**config.mk**
```make
export PLATFORM = sky130hd
export DESIGN_NAME = byte_sar_search
export DESIGN_NICKNAME = d
export VERILOG_FILES = /design/src/rtl/byte_sar_pkg.sv /design/src/rtl/sar_flag_chk.sv /design/src/rtl/byte_sar_search.sv
export SDC_FILE = /design/constraint.sdc
export NUM_CORES = 1
export LEC_CHECK = 0
export CAP_MARGIN = 20
export CORE_MARGIN = 1
export CORE_UTILIZATION = 45
export DETAILED_ROUTE_END_ITERATION = 7
export GPL_ROUTABILITY_DRIVEN = 0
export PLACE_DENSITY_LB_ADDON = 0.1
export SKIP_LAST_GASP = 1
export SLEW_MARGIN = 15
export SYNTH_ARGS = -nofsm -noshare
export SYNTH_HDL_FRONTEND = slang
export SYNTH_HIERARCHICAL = 1
export SYNTH_SLANG_ARGS = --single-unit
```
**constraint.sdc**
```tcl
create_clock -name clk -period 4.5 [get_ports clk]
set_input_delay 0.9 -clock clk [delete_from_list [all_inputs] [get_ports clk]]
set_output_delay 0.9 -clock clk [all_outputs]
set_load 0.1 [all_outputs]
```
**src/rtl/byte_sar_pkg.sv**
```systemverilog
// Shared definitions for the byte successive-approximation search block.
// State encodings, default key width and the step-counter width.
package byte_sar_pkg;

  localparam int SAR_WIDTH = 8;
  localparam int STEP_W    = 4;

  typedef enum logic [1:0] {
    IDLE = 2'd0,
    CMP  = 2'd1,
    END  = 2'd2
  } sar_state_t;

endpackage

```
**src/rtl/sar_flag_chk.sv**
```systemverilog
// Comparator flag sanity check: flags must be one-hot and must not point
// outside the representable range of the current guess.
module sar_flag_chk
  import byte_sar_pkg::*;
#(
  parameter int WIDTH = SAR_WIDTH
) (
  input  logic             gt,
  input  logic             eq,
  input  logic             le,
  input  logic [WIDTH-1:0] dina,
  output logic             fault
);

  always_comb begin
    fault = 1'b1;
    // NOTE: an X or Z flag matches no item and falls to the default, so unknown flags read as a fault.
    case ({gt, eq, le})
      3'b100:  fault = (dina == '0);
      3'b010:  fault = 1'b0;
      3'b001:  fault = (dina == '1);
      default: fault = 1'b1;
    endcase
  end

endmodule

```
**src/rtl/byte_sar_search.sv**
```systemverilog
// Binary search for a key using an external combinational comparator.
// Define SAR_STEPCNT_EN to add the 'steps' output (CMP cycles of last search).
module byte_sar_search
  import byte_sar_pkg::*;
#(
  parameter int WIDTH = SAR_WIDTH
) (
  input  logic             clk,
  input  logic             rst,
  input  logic             start,
  input  logic [WIDTH-1:0] key,
  output logic [WIDTH-1:0] dina,
  output logic [WIDTH-1:0] dinb,
  input  logic             gt,
  input  logic             eq,
  input  logic             le,
  output logic             busy,
  output logic             done,
  output logic             err,
  output logic [WIDTH-1:0] result
`ifdef SAR_STEPCNT_EN
  ,
  output logic [STEP_W-1:0] steps
`endif
);

  sar_state_t       state, state_n;
  logic [WIDTH-1:0] lo, hi, lo_n, hi_n;
  logic [WIDTH-1:0] nxt_lo, nxt_hi;
  logic [WIDTH-1:0] dina_n, dinb_n, result_n;
  logic             done_n, err_n;
  logic             flag_fault;

  // Sum is one bit wider so lo+hi never wraps before the halving.
  function automatic logic [WIDTH-1:0] midpoint(input logic [WIDTH-1:0] a,
                                                input logic [WIDTH-1:0] b);
    logic [WIDTH:0] sum;
    sum = {1'b0, a} + {1'b0, b};
    return sum[WIDTH:1];
  endfunction

  sar_flag_chk #(.WIDTH(WIDTH)) u_flag_chk (
    .gt   (gt),
    .eq   (eq),
    .le   (le),
    .dina (dina),
    .fault(flag_fault)
  );

  assign nxt_lo = le ? dina + 1'b1 : lo;
  assign nxt_hi = gt ? dina - 1'b1 : hi;
  assign busy   = (state == CMP);

  always_comb begin
    // NOTE: every output of this block gets a default first, so no path can infer a latch.
    state_n  = state;
    lo_n     = lo;
    hi_n     = hi;
    dina_n   = dina;
    dinb_n   = dinb;
    result_n = result;
    done_n   = 1'b0;
    err_n    = 1'b0;
    case (state)
      IDLE: begin
        if (start) begin
          dinb_n  = key;
          lo_n    = '0;
          hi_n    = '1;
          dina_n  = midpoint('0, '1);
          state_n = CMP;
        end
      end
      CMP: begin
        state_n = END;
        if (flag_fault) begin
          err_n = 1'b1;
        end else if (eq) begin
          result_n = dina;
          done_n   = 1'b1;
        end else if (nxt_lo > nxt_hi) begin
          err_n = 1'b1;
        end else begin
          lo_n    = nxt_lo;
          hi_n    = nxt_hi;
          dina_n  = midpoint(nxt_lo, nxt_hi);
          state_n = CMP;
        end
      end
      END:     state_n = IDLE;
      default: state_n = IDLE;
    endcase
  end

  always_ff @(posedge clk) begin
    // NOTE: state registers use non-blocking assignments so every flop samples pre-edge values.
    if (rst) begin
      state  <= IDLE;
      lo     <= '0;
      hi     <= '1;
      dina   <= '0;
      dinb   <= '0;
      result <= '0;
      done   <= 1'b0;
      err    <= 1'b0;
    end else begin
      state  <= state_n;
      lo     <= lo_n;
      hi     <= hi_n;
      dina   <= dina_n;
      dinb   <= dinb_n;
      result <= result_n;
      done   <= done_n;
      err    <= err_n;
    end
  end

`ifdef SAR_STEPCNT_EN
  logic [STEP_W-1:0] cnt;

  // steps is published on the same edge that raises done or err.
  always_ff @(posedge clk) begin
    if (rst) begin
      cnt   <= '0;
      steps <= '0;
    end else if (state == IDLE && start) begin
      cnt <= '0;
    end else if (state == CMP) begin
      if (state_n == END) steps <= cnt + 1'b1;
      else                cnt   <= cnt + 1'b1;
    end
  end
`endif

endmodule
```
==> results of run 1 <==
## metal layers
| layer | global-route usage [%] | part of all wire, % | vias up |
|---|---|---|---|
| met3 | 4.343 | 5.1 | 8 |
| met2 | 35.81 | 45 | 77 |
| met5 | 0 | 0 | - |
| li1 | - | - | 1212 |
| met1 | 32.45 | 49 | 1157 |
| met4 | 8.364 | 1.4 | 0 |
## report_power, final
group	total, mW	internal (mW)	switching, mW	leakage, nW
combinational	0.477	0.168	0.309	0.856
clock	0.251	0.105	0.145	0.0400
sequential	0.446	0.408	0.0379	0.359
## stage by stage
step	power, mW	instance area, um2	setup slack [ns]	std cells
2_1_floorplan	0.8108	2716	0.6530	327
3_3_place_gp	0.9265	3162	0.4003	429
3_5_place_dp	0.9260	3162	0.3243	429
4_1_cts	1.174	3243	0.6278	436
5_1_grt	1.236	3243	0.4109	436
6_report	1.174	3243	0.5943	436
## worst max-delay path: stages
cell,delay (ns)
clkdlybuf4s50_1,0.73
buf_4,0.24
nor2_1,0.05
a21oi_1,0.26
ha_1,0.24
inv_1,0.08
a221oi_1,0.27
o22a_1,0.22
o31ai_4,0.10
a211o_1,0.44
nand2_8,0.23
mux2_1,0.34
## placed cells by master, fill, tap and decap left out, drive strengths merged, types with 5 or more instances in the layout
cell type       n
inv            14
ha             16
nand4           6
clkbuf          5
nand2          39
dfxtp          44
or3             5
a21oi          24
xnor2          11
nor3            9
nand3           7
buf             7
clkdlybuf4s50  40
nor2           50
o21ai          10
mux2i          21
## sequential cells by signal, summed over array words and instances, names as in the netlist
signal  count
state       2
hi          8
err         1
done        1
lo          8
dinb        8
dina        8
result      8
## cells in the mapped netlist, drive strengths merged, types with 4 or more instances
cell	count	share of area, %
nand4	6	1.4
xnor2	11	3.5
mux2	4	1.7
clkbuf	10	1.4
o21ai	10	1.8
a311oi	4	1.3
nor3	9	1.8
nand2	39	6.0
inv	14	1.9
buf	7	2.3
ha	16	7.4
mux2i	21	7.7
nor2	50	7.3
a21oi	24	4.4
or3	5	1.3
dfxtp	44	32
nand3	7	1.3
## logic make-up (layout without fill, tap and decap cells)
family / count (synthesis) / count (layout) / synth area share (%)
muxes: 25 / 25 / 9.396
adders and majority gates: 17 / 17 / 8.107
and+or+nand+nor: 130 / 130 / 22.85
AOI/OAI and AO/OA: 65 / 65 / 16.86
DFF: 44 / 44 / 32.43
xor gates and xnor gates: 14 / 14 / 4.514
buffers and inverters: 32 / 69 / 5.849
## path summary, 6_finish.rpt
| kind | from | end | slack (ns) |
|---|---|---|---|
| setup / recovery | le | lo[7]$_SDFFE_PP0P_ | 0.59 |
| hold / removal | result[5]$_SDFFE_PP0P_ | result[5]$_SDFFE_PP0P_ | 0.46 |
| setup reg to reg | dina[1]$_SDFFE_PP0P_ | lo[7]$_SDFFE_PP0P_ | 0.85 |
| hold reg to reg | result[5]$_SDFFE_PP0P_ | result[5]$_SDFFE_PP0P_ | 0.46 |
## final cells by class
type / count / area share [%]
sequential: 44 / 27.16
tap: 72 / 2.778
clock buffer: 5 / 2.122
inverter: 15 / 1.736
multi-input combinational: 251 / 51.85
clock inverter: 2 / 0.3858
timing repair buffer: 47 / 13.97
==> flow_summary.ini, run 1 <==
[drt]
vias = 2454
totalWireLength_mm = 6.904
vias_per_cell = 5.628
drcViolationCount = 0
avgRoutedWirePerCell_um = 15.83
drt_pass1_iterations = 4
drtIter0Drc = 169
ant_nets = 0

[grt]
grt_pass1_wl_mm = 11.35
overflow = 0
grt_max_degree = 34
grt_pass1_vias = 2264
grt.total_usage_pct = 23.38
antenna_found_initial = 0

[die]
die_area_um2 = 6351
io_pins = 41
die_w_um = 79.70
die_y_um = 79.70
std_cell_rows = 27
start_util_pct = 47.86
core_um2 = 5675

[logic_synthesis]
synth_edf_count = 0
netlist_area_um2 = 2716
ys_types = 62
seq_area_frac_synth_pct = 32.43
synth-seq-cells = 44
syn_area_per_cell_um2 = 8.307
syn_inst = 327
synthArstFlopShare_pct = 0
ys.flop_type = dfxtp_1
syn-num-nets = 358
yosys_warnings = 6

[critical_path]
cp-start-kind = input pin
critPathKind = input pin to flop
worstPathRequired_ns = 4.70
worstPathMaxFanout = 19
critPathArrivalTime_ns = 4.10
rr_worst_depth = 13
cp-end-kind = flop

[layout]
diodes = 0
fin_nets = 395
fill_cells = 533
regArea_um2 = 880.8
syn_to_final_growth_pct = 19.39
final_core_util_pct = 57.14
multi_input_area_um2 = 1682
drive_gt1_share_pct = 8.242

[min_path]
hp-class = flop to flop
whs_path_depth = 2

[clock_tree]
cts-buffers-inserted = 5
cts-root-buf = clkbuf_8
post_cts_buffers = 0
clkSinkCount = 44
cts_resized = 0
cts_tree = built
clk_pin_slew_ns = 0.09
ctsHoldBuffers = 0
clk_latency_ns = 0.30
cts.path.max_buffers = 2
htree_levels = 2

[run_status]
status = completed

[pwr]
vdd_drop_max_mv = 0.1788
p_per_area_nw_per_um2 = 362.1
power.leakage_nw = 1.255

[place]
dp_hpwl_mm = 4.871
portBuffers = 40

[sta]
drv_slew = 0
fmax_ghz = 0.2560
post-route-period-util_pct = 86.79
finalHoldViolCount = 0
finalClockSkew_ns = 0.01127
tightest_slew_ns = 0.9738
min_period_ns = 3.906
rsz0062_at_grt = no
setup_viol = 0
fin_hold_ws_ns = 0.4572
maxSlewHeadroom_pct = 34.88
fin_tns_setup_ns = 0

[flow_run]
drv_cap = 0
Power figures use the tool's default switching activity.
==> run 2, diff against run 1 <==
Settings changed: CORE_UTILIZATION 45 to 54.
==> run 2 against run 1 <==
  * Via count rose by 0.90%
  * First-iteration DRC count rose by 46%
  * Wire length is 0.38% lower
  * Global-route usage grew 4.1 points
  * Final area up 0.58%
  * Flip-flop and latch count stayed put
  * Core utilization increased by 11 points
  * Critical path type unchanged
  * Hold slack worse by 0.0013 ns
  * Maximum frequency grew 0.82%
  * Largest cell class unchanged
==> flow_summary.ini, run 2 (synthesized netlist as in run 1, its figures left out) <==
[critical_path]
cp-end-kind = flop
worstPathMaxFanout = 19
critPathArrivalTime_ns = 4.07
worstPathRequired_ns = 4.70
cp-start-kind = input pin
critPathKind = input pin to flop

[layout]
final_core_util_pct = 68.16
layoutNonFillerInstCount = 430
drive_gt1_share_pct = 7.989
fin_nets = 393
final_common_cell = nor2_1
diodes = 0
final_cell_mix = 48 x nor2_1, 44 x dfxtp_1, 40 x clkdlybuf4s50_1, 38 x nand2_1, 24 x a21oi_1
syn_to_final_growth_pct = 20.08
final_area_um2 = 3262

[grt]
grt_pass1_wl_mm = 11.25
grt.total_usage_pct = 27.48
overflow = 0
grt_max_degree = 34
antenna_found_initial = 0
grt_pass1_vias = 2299

[clock_tree]
htree_levels = 2
clkSinkCount = 44
cts-root-buf = clkbuf_8
cts.path.max_buffers = 2
cts-buffers-inserted = 5
ctsHoldBuffers = 0
clk_latency_ns = 0.30
post_cts_buffers = 0
cts_tree = built
clk_pin_slew_ns = 0.09
cts_resized = 0

[drt]
drcViolationCount = 0
vias_per_cell = 5.758
ant_nets = 0
drt_pass1_iterations = 5
totalWireLength_mm = 6.878
avgRoutedWirePerCell_um = 16.00
drtIter0Drc = 246
vias = 2476

[sta]
fin_hold_ws_ns = 0.4559
post-route-period-util_pct = 86.09
finalClockSkew_ns = 0.006557
maxSlewHeadroom_pct = 34.72
finalHoldViolCount = 0
fmax_ghz = 0.2581
drv_slew = 0
rsz0062_at_grt = no
fin_tns_setup_ns = 0
min_period_ns = 3.874
setup_viol = 0
tightest_slew_ns = 0.9761

[pwr]
vdd_drop_max_mv = 0.1841
p_per_area_nw_per_um2 = 383.6
power.leakage_nw = 1.267

[run_status]
status = completed

[die]
io_pins = 41
die_area_um2 = 5318
core_um2 = 4786
std_cell_rows = 25
die_w_um = 72.93
die_y_um = 72.93
start_util_pct = 56.76

[flow_run]
drv_cap = 0

[place]
dp_hpwl_mm = 4.862
placed_cell_area_um2 = 3141
portBuffers = 40
dp.cells = 422

[min_path]
hp-class = flop to flop
run 2: layer usage:
layer | up-vias | part of all wire, % | track usage [%]
met1 | 1155 | 46 | 38.28
met4 | 0 | 1.9 | 9.368
met5 | - | 0 | 0
met3 | 15 | 6.2 | 5.801
li1 | 1217 | - | -
met2 | 89 | 46 | 42.16
run 2: power by group:
group	internal (mW)	leakage, nW	switching (mW)
Sequential	0.408	0.359	0.0384
Clock	0.182	0.0614	0.146
Combinational	0.166	0.847	0.310
run 2: final cells by class:
cell class / instances / area [um2]
Multi-Input combinational cell: 251 / 1682
Fill cell: 407 / 1524
Sequential cell: 44 / 880.8
Timing Repair Buffer: 45 / 437.9
Tap cell: 67 / 83.83
Clock buffer: 6 / 82.58
Inverter: 15 / 56.30
Clock inverter: 2 / 38.79
run 2: final timing paths:
check / slack [ns] / end / cells after the start / startpoint
max reg2reg: 0.79 / lo[7]$_SDFFE_PP0P_ / 12 / dina[0]$_SDFFE_PP0P_
min reg2reg: 0.46 / result[3]$_SDFFE_PP0P_ / 2 / result[3]$_SDFFE_PP0P_
min: 0.46 / result[3]$_SDFFE_PP0P_ / 2 / result[3]$_SDFFE_PP0P_
max: 0.63 / lo[7]$_SDFFE_PP0P_ / 12 / gt
run 2: worst max-delay path, stage by stage:
cell,delay [ns]
clkdlybuf4s50_1,0.74
buf_4,0.25
nor2_1,0.05
a21oi_1,0.22
ha_1,0.24
nor2_1,0.08
a221oi_1,0.27
o22a_1,0.22
o31ai_4,0.09
a211o_1,0.43
nand2_8,0.23
mux2_1,0.33
run 2: stage by stage:
step	total power, mW	worst slack, ns
after floorplan	0.8108	0.6530
after global placement	0.9192	0.4164
after detailed placement	0.9217	0.3594
after CTS	1.251	0.6754
after global routing	1.305	0.4068
final	1.251	0.6261
==> run 3, diff against run 2 <==
Settings changed: ABC_AREA set to 0.
==> results of run 3 <==
No change in the layout: final DEF, timing and power equal those of run 2.
